===== src/rtl/matmul_tile_scheduler.sv =====
// Job sequencer for one N x N systolic matmul: walks the C tile grid row-major,
// triggering the B loader, streaming A rows and waiting on the C gather unit.
module matmul_tile_scheduler #(
  parameter int N             = 16,
  parameter int W             = 8,
  parameter int BRAM_W        = 256,
  parameter int BRAM_AW       = 10,
  parameter int DATA_A_SIZE_Y = 64,
  parameter int DATA_B_SIZE_X = 64,
  parameter int DATA_B_SIZE_Y = 64,
  parameter int TIMEOUT       = 4096
) (
  input  logic                                   clk,
  input  logic                                   rst,
  input  logic                                   start,
  input  logic                                   abort,
  output logic                                   busy,
  output logic                                   done,
  output logic                                   err,
  output logic                                   ld_b_start,
  input  logic                                   ld_b_done,
  output logic                                   start_cal,
  output logic [$clog2(DATA_A_SIZE_Y)-1:0]       a_row_idx,
  input  logic                                   gather_done,
  output logic [$clog2(DATA_B_SIZE_Y/N)-1:0]     tile_row,
  output logic [$clog2(DATA_B_SIZE_X/N)-1:0]     tile_col,
  output logic [BRAM_AW-1:0]                     c_base_addr
);

  localparam int ROW_TILES = DATA_B_SIZE_Y / N;
  localparam int COL_TILES = DATA_B_SIZE_X / N;
  localparam int WPT       = DATA_A_SIZE_Y * N * 2 * W / BRAM_W;
  localparam int AW        = $clog2(DATA_A_SIZE_Y);
  localparam int RW        = $clog2(ROW_TILES);
  localparam int CW        = $clog2(COL_TILES);
  localparam int WDW       = $clog2(TIMEOUT);

  localparam logic [AW-1:0]  LAST_ROW_IDX = AW'(DATA_A_SIZE_Y - 1);
  localparam logic [RW-1:0]  LAST_TROW    = RW'(ROW_TILES - 1);
  localparam logic [CW-1:0]  LAST_TCOL    = CW'(COL_TILES - 1);
  localparam logic [WDW-1:0] LAST_WD      = WDW'(TIMEOUT - 1);

  typedef enum logic [2:0] {
    IDLE, LOAD_B, WAIT_B, STREAM, WAIT_G, NEXT, DONE, ERR
  } state_t;

  state_t         state, state_n;
  logic [AW-1:0]  stream_cnt, stream_cnt_n;
  logic [WDW-1:0] wd_cnt, wd_cnt_n;
  logic [RW-1:0]  tile_row_n;
  logic [CW-1:0]  tile_col_n;
  logic           err_n;
  logic [31:0]    tile_lin, base_full;

  always_ff @(posedge clk) begin
    // NOTE: registered state uses non-blocking assignments so every flop
    // samples pre-edge values regardless of statement order.
    if (rst) begin
      state      <= IDLE;
      stream_cnt <= '0;
      wd_cnt     <= '0;
      tile_row   <= '0;
      tile_col   <= '0;
      err        <= 1'b0;
    end else begin
      state      <= state_n;
      stream_cnt <= stream_cnt_n;
      wd_cnt     <= wd_cnt_n;
      tile_row   <= tile_row_n;
      tile_col   <= tile_col_n;
      err        <= err_n;
    end
  end

  always_comb begin
    // NOTE: every variable gets a hold value first so no path through the
    // case below leaves one unassigned and infers a latch.
    state_n      = state;
    stream_cnt_n = stream_cnt;
    wd_cnt_n     = wd_cnt;
    tile_row_n   = tile_row;
    tile_col_n   = tile_col;
    err_n        = err;

    // Abort clears the walk but leaves a pending timeout flag visible.
    if (abort && state != IDLE) begin
      state_n      = IDLE;
      stream_cnt_n = '0;
      wd_cnt_n     = '0;
      tile_row_n   = '0;
      tile_col_n   = '0;
    end else begin
      case (state)
        IDLE: begin
          if (start && !abort) begin
            state_n    = LOAD_B;
            tile_row_n = '0;
            tile_col_n = '0;
            err_n      = 1'b0;
          end
        end
        LOAD_B: state_n = WAIT_B;
        WAIT_B: begin
          if (ld_b_done) begin
            state_n      = STREAM;
            stream_cnt_n = '0;
          end
        end
        STREAM: begin
          if (stream_cnt == LAST_ROW_IDX) begin
            state_n      = WAIT_G;
            stream_cnt_n = '0;
            wd_cnt_n     = '0;
          end else begin
            stream_cnt_n = stream_cnt + 1'b1;
          end
        end
        WAIT_G: begin
          // gather_done takes priority over an expiring watchdog.
          if (gather_done) begin
            state_n = NEXT;
          end else if (wd_cnt == LAST_WD) begin
            state_n = ERR;
            err_n   = 1'b1;
          end else begin
            wd_cnt_n = wd_cnt + 1'b1;
          end
        end
        NEXT: begin
          if (tile_row == LAST_TROW && tile_col == LAST_TCOL) begin
            state_n = DONE;
          end else if (tile_col == LAST_TCOL) begin
            state_n    = LOAD_B;
            tile_col_n = '0;
            tile_row_n = tile_row + 1'b1;
          end else begin
            state_n    = LOAD_B;
            tile_col_n = tile_col + 1'b1;
          end
        end
        DONE:    state_n = IDLE;
        ERR:     state_n = ERR;
        default: state_n = IDLE;
      endcase
    end
  end

  assign busy       = (state == LOAD_B) || (state == WAIT_B) || (state == STREAM) ||
                      (state == WAIT_G) || (state == NEXT)   || (state == DONE);
  assign done       = (state == DONE);
  assign ld_b_start = (state == LOAD_B);
  assign start_cal  = (state == STREAM);
  assign a_row_idx  = start_cal ? stream_cnt : '0;

  // Base address wraps modulo the BRAM depth.
  always_comb begin
    tile_lin  = 32'(tile_row) * 32'(COL_TILES) + 32'(tile_col);
    base_full = tile_lin * 32'(WPT);
  end
  assign c_base_addr = base_full[BRAM_AW-1:0];

endmodule


===== config.mk =====
export PLATFORM = sky130hd
export DESIGN_NAME = matmul_tile_scheduler
export DESIGN_NICKNAME = d
export VERILOG_FILES = /design/src/rtl/matmul_tile_scheduler.sv
export SDC_FILE = /design/constraint.sdc
export NUM_CORES = 1
export LEC_CHECK = 0
export BUFFER_PORTS_ARGS = -buffer_cell sky130_fd_sc_hd__buf_2
export CAP_MARGIN = 30
export CORE_MARGIN = 8
export CORE_UTILIZATION = 50
export CTS_BUF_LIST = sky130_fd_sc_hd__clkbuf_4 sky130_fd_sc_hd__clkbuf_8 sky130_fd_sc_hd__clkbuf_16
export DETAILED_ROUTE_END_ITERATION = 8
export PLACE_DENSITY = 0.71
export SYNTH_ARGS = -nofsm -noshare
export SYNTH_HDL_FRONTEND = slang
export SYNTH_SLANG_ARGS = --single-unit

===== constraint.sdc =====
create_clock -name clk -period 2.9 [get_ports clk]
set_input_delay 0.145 -clock clk [delete_from_list [all_inputs] [get_ports clk]]
set_output_delay 0.145 -clock clk [all_outputs]
set_load 0.01 [all_outputs]

# ---- After elaboration in Yosys (flattened, before gate mapping)
# Cells that the tools add are included.
dict set report classes {
  add_sub_neg 5
  eq_ne 20
  n_mux 26
  bitwise_logic 1
  reduce_logical 22
}
# op n
set ops {}
lappend ops {{$mux 12} 3}
lappend ops {{$pmux 12 s2} 1}
lappend ops {{$pmux 3 s8} 1}
lappend ops {{$mux 3} 6}
lappend ops {{$mux 6} 3}
lappend ops {{$ne 2x2->1 const B} 7}
lappend ops {{$add 12x1->12 const B} 1}
lappend ops {{$eq 12x12->1 const B} 1}
lappend ops {{$eq 3x3->1 const B} 4}
lappend ops {{$pmux 6 s2} 1}
lappend ops {{$reduce_and 4->1} 3}
lappend ops {{$mux 2} 5}
lappend ops {{$pmux 2 s2} 2}
lappend ops {{$reduce_bool 2->1} 4}
lappend ops {{$add 6x1->6 const B} 1}
lappend ops {{$eq 3x2->1 const B} 2}
lappend ops {{$eq 6x6->1 const B} 1}
lappend ops {{$logic_or 1x1->1} 5}
lappend ops {{$reduce_and 5->1} 1}
lappend ops {{$add 2x1->2 const B} 2}
lappend ops {{$add 4x2->4} 1}
lappend ops {{$eq 2x2->1 const B} 2}
lappend ops {{$eq 3x1->1 const B} 1}
lappend ops {{$logic_and 1x1->1} 3}
lappend ops {{other kinds (11)} 13}
dict set report word_totals {
  reg_bits 26
  input_bits 6
  out_inout_bits 25
  wordCells 80
}

# ---- Depth between registers and ports, before layout
dict set report logic_depth {
  depth_word 6
  depth_mapped 6
  depth_no_buf 5
}

# ---- Least setup slack after synthesis
# Ideal clock, no wire load.
dict set report synth_path {
  path_kind {register to register}
  from {register wd_cnt[0]}
  to {register state[1]}
  arrival_ns 1.815
  required_time_ns 2.828
  slack_ns 1.014
  stages_incl_launch_ff 7
  period_less_slack_ns 1.886
  path_cell_list {dfxtp_1 -> ha_1 -> nand3_2 -> or4_4 -> buf_6 -> a211oi_4 -> mux2i_1}
}
dict set report synth_via {
  elab_chain_len 3
}
# element line
set synth_lines {}
lappend synth_lines {{start: declaration} 49} ;# logic [WDW-1:0] wd_cnt, wd_cnt_n;
lappend synth_lines {{start signal: assignment} 68} ;# wd_cnt <= wd_cnt_n;
lappend synth_lines {{$eq 12x12->1} 122} ;# end else if (wd_cnt == LAST_WD) begin
lappend synth_lines {{$ne 3x3->1 (no source line)} -}
lappend synth_lines {{$reduce_and 4->1 (no source line)} -}
lappend synth_lines {{end signal: assignment} 66} ;# state <= state_n;
lappend synth_lines {{end: declaration} 47} ;# state_t state, state_n;
# No other way between the ends.
# A chain may end at the register's enable or synchronous reset.

# ---- Worst setup path after layout
dict set report layout_path {
  from {register state[2]}
  to {register wd_cnt[11]}
}
dict set report layout_via {
  elab_chain_len 3
  word_cells_on_any_way 11
  cone_classes {eq/ne: 5; mux: 1; reduce/logical: 5}
}
# element line
set layout_lines {}
lappend layout_lines {{$eq 3x3->1 (tied with other cells)} 93} ;# case (state)
lappend layout_lines {{$ne 2x2->1 (no source line) (tied with other cells)} -}
lappend layout_lines {{$reduce_and 4->1 (no source line) / $reduce_or 2->1 (equally long branches)} -}
# Parallel ways exist; a longest one is shown, timed or not.

==> flow_summary.ini <==
[run_status]
status = finished clean

[power_and_ir_drop]
intPower_w = 0.000535
p_seq_share_pct = 49.7
leakagePower_nw = 0.692
switching_power_w = 0.000289
power_switching_share_pct = 35.1
clockPowerShare_pct = 23.4
p_per_area_nw_per_um2 = 446
peakVddDrop_mv = 0.290
share_comb_of_total_power_pct = 26.9

[synthesis]
synthFlopType = dfxtp_1
async_reset_ff_share_pct = 0
syn_avg_cell_area_um2 = 7.96
synth-seq-cells = 26
yosysTopAreaCell = dfxtp_1
ys_warn_count = 0
synth_edf_count = 0
syn_inst = 216
seq_area_frac_synth_pct = 30.3
synth.distinct_cells = 56
synth_top_area_share_pct = 30.3
synthTopCellsByArea = dfxtp_1, buf_4, a31oi_1
syn_area_um2 = 1720

[setup_path]
cp.required_ns = 3.17
setup.worst_path.end_class = flip-flop
worstPathArrival_ns = 2.46
r2r_start = state[2]$_SDFFE_PP0P_
cp_max_fo = 22
cp-startpoint = state[2]$_SDFFE_PP0P_
path_class = reg2reg
startpoint_type = flip-flop

[hold_path]
min_path_type = in2reg
worstHoldStart = rst

[clock_network]
cts_hold_buf = 0
clock_path_buffers = 2
path_clk_slew_ns = 0.15
cts_resized = 0
cts_buffers = 3
cts_sinks = 26
post_cts_buffers = 0
tritoncts = built
htreeDepth = 1
clock-root-buffer = clkbuf_4
clkLatencyLatePin_ns = 0.34

[timing]
rsz0062_at_grt = no
max_freq_mhz = 457
hold_viol_final = 0
tns_ns = 0
setup_viol = 0
finClkSkew_ns = 0.0114
maxSlewViolCount = 0
fin_crit_ns = 2.19
max_slew_margin_pct = 53.0
fin_crit_sh_pct = 75.5
fin_ws_ns = 0.710
worst_pin_slew_ns = 0.700

[layout]
stdcell_area_um2 = 1850
insertedDiodeCount = 0
area_growth_pct = 7.35
drive_gt1_share_pct = 16.5
fin_nets = 242

[global_routing]
grt_usage_pct = 15.0
grt_pass1_vias = 1473
grt_pass1_wl_um = 6720
grt_max_degree = 23
antenna_found_initial = 0
overflow = 0

[place]
place_congestion = 0.850
placed_cell_area_um2 = 1810
port_buffers = 24
dpl_worst_slack_ns = 0.762
hpwl_um = 2840

[drt]
initialDrtViolationCount = 112
viasPerCell = 5.83
drt_first_pass_iters = 4
highest_layer = met4
ant_nets = 0
wl_met3_um = 203
wl_met2_um = 1720
wl_um = 3940
drc = 0
vias = 1614
wl_met1_um = 1980
wire_per_inst_um = 14.2

[die]
io_pins = 31
start_util_pct = 52.0
core_um2 = 3310
rows = 21
die_w_um = 74.7
die_area_um2 = 5570
die_y_um = 74.7

[job]
cap_viol_max_count = 0
==> final timing paths <==
check | to | slack (ns) | cells after the start
setup / recovery | wd_cnt[11]$_SDFFE_PP0P_ | 0.71 | 4
hold / removal | err$_SDFFE_PP0P_ | 0.02 | 2
setup reg to reg | wd_cnt[11]$_SDFFE_PP0P_ | 0.71 | 4
hold reg to reg | wd_cnt[10]$_SDFFE_PP0P_ | 0.49 | 1
==> flip-flops by register name (all words and copies together) (netlist names) <==
signal	flops
err	1
state	3
stream_cnt	6
tile_col	2
tile_row	2
wd_cnt	12
==> metrics by stage <==
step | power, W | util, % | std cells | hold slack [ns]
2_1_floorplan | 0.000585 | - | 221 | 0.218
3_3_place_gp | 0.000634 | 54.7 | 273 | 0.382
3_5_place_dp | 0.000634 | 54.7 | 273 | 0.384
4_1_cts | 0.000827 | 55.8 | 277 | 0.00926
5_1_grt | 0.000870 | 55.8 | 277 | 0.00994
6_report | 0.000824 | 55.8 | 277 | 0.0195
==> critical path, stage by stage (launching register included) <==
cell	delay (ns)
dfxtp_1	0.74
or3b_1	0.44
nor3_1	0.56
o21ai_0	0.19
a31oi_1	0.19
==> placed cells by master (no fill, tap or decap), types with 2 or more instances in the layout <==
cell type | Yosys | routed
dfxtp_1 | 26 | 26
buf_2 | 1 | 24
nand2_1 | 16 | 16
nor2_1 | 15 | 15
nand3_1 | 11 | 11
a21oi_1 | 11 | 11
a31oi_1 | 11 | 11
o21ai_0 | 8 | 8
and2_1 | 7 | 7
nor3_1 | 7 | 7
nand2b_1 | 6 | 6
a211oi_1 | 6 | 6
conb_1 | 1 | 6
inv_1 | 5 | 5
nand3b_1 | 4 | 4
and3_1 | 4 | 4
nand4_1 | 4 | 4
o2bb2ai_1 | 4 | 4
ha_1 | 4 | 4
nor4_1 | 3 | 3
nor3b_1 | 3 | 3
a311oi_1 | 3 | 3
mux2i_1 | 3 | 3
clkbuf_4 | 0 | 3
o21a_1 | 2 | 2
or3b_1 | 2 | 2
o22ai_1 | 2 | 2
a211o_1 | 2 | 2
nor4b_1 | 2 | 2
buf_4 | 10 | 2
==> Yosys cell counts (2+ instances only) <==
master     number
a211o_1         2
mux2i_1         3
nor3b_1         3
o21a_1          2
and3_1          4
a31oi_1        11
ha_1            4
o2bb2ai_1       4
nand3_1        11
or3b_1          2
clkbuf_1        7
dfxtp_1        26
o21ai_0         8
nor4_1          3
nor2_1         15
and2_1          7
a311oi_1        3
nor3_1          7
nand3b_1        4
inv_1           5
nand4_1         4
a21oi_1        11
nand2_1        16
o22ai_1         2
nor4b_1         2
a211oi_1        6
buf_4          10
nand2b_1        6
==> layer usage <==
| layer | global-route usage [%] | vias to the layer above |
|---|---|---|
| li1 | - | 828 |
| met1 | 19.1 | 742 |
| met2 | 24.6 | 40 |
| met3 | 2.93 | 4 |
| met4 | 4.78 | 0 |
| met5 | 0 | - |
==> cells by family (layout without fill, tap and decap cells) <==
logic type,count (synthesis),count (layout),synth area share [%]
compound gates,59,59,23.9
flops,26,26,30.3
fa+ha+maj,4,4,2.91
buf+inv,25,35,8.15
simple gates,97,97,32.4
other cells,1,6,0.218
mux,3,3,1.75
xor+xnor,1,1,0.509
==> area by class of cell <==
class	instances	area, um^2
timing repair buffer	26	135
multi-input combinational	170	1080
fill	328	1460
tap	46	57.6
inverter	5	18.8
sequential	26	520
clock buffer	4	36.3
==> power by group through the flow <==
stage	clock network [W]	logic, W	registers, W
2_1_floorplan	0	0.000200	0.000385
3_3_place_gp	0	0.000219	0.000415
3_5_place_dp	0	0.000219	0.000416
4_1_cts	0.000198	0.000221	0.000408
5_1_grt	0.000210	0.000245	0.000414
6_report	0.000193	0.000222	0.000410
No activity file was read; power rests on OpenSTA's default activity.
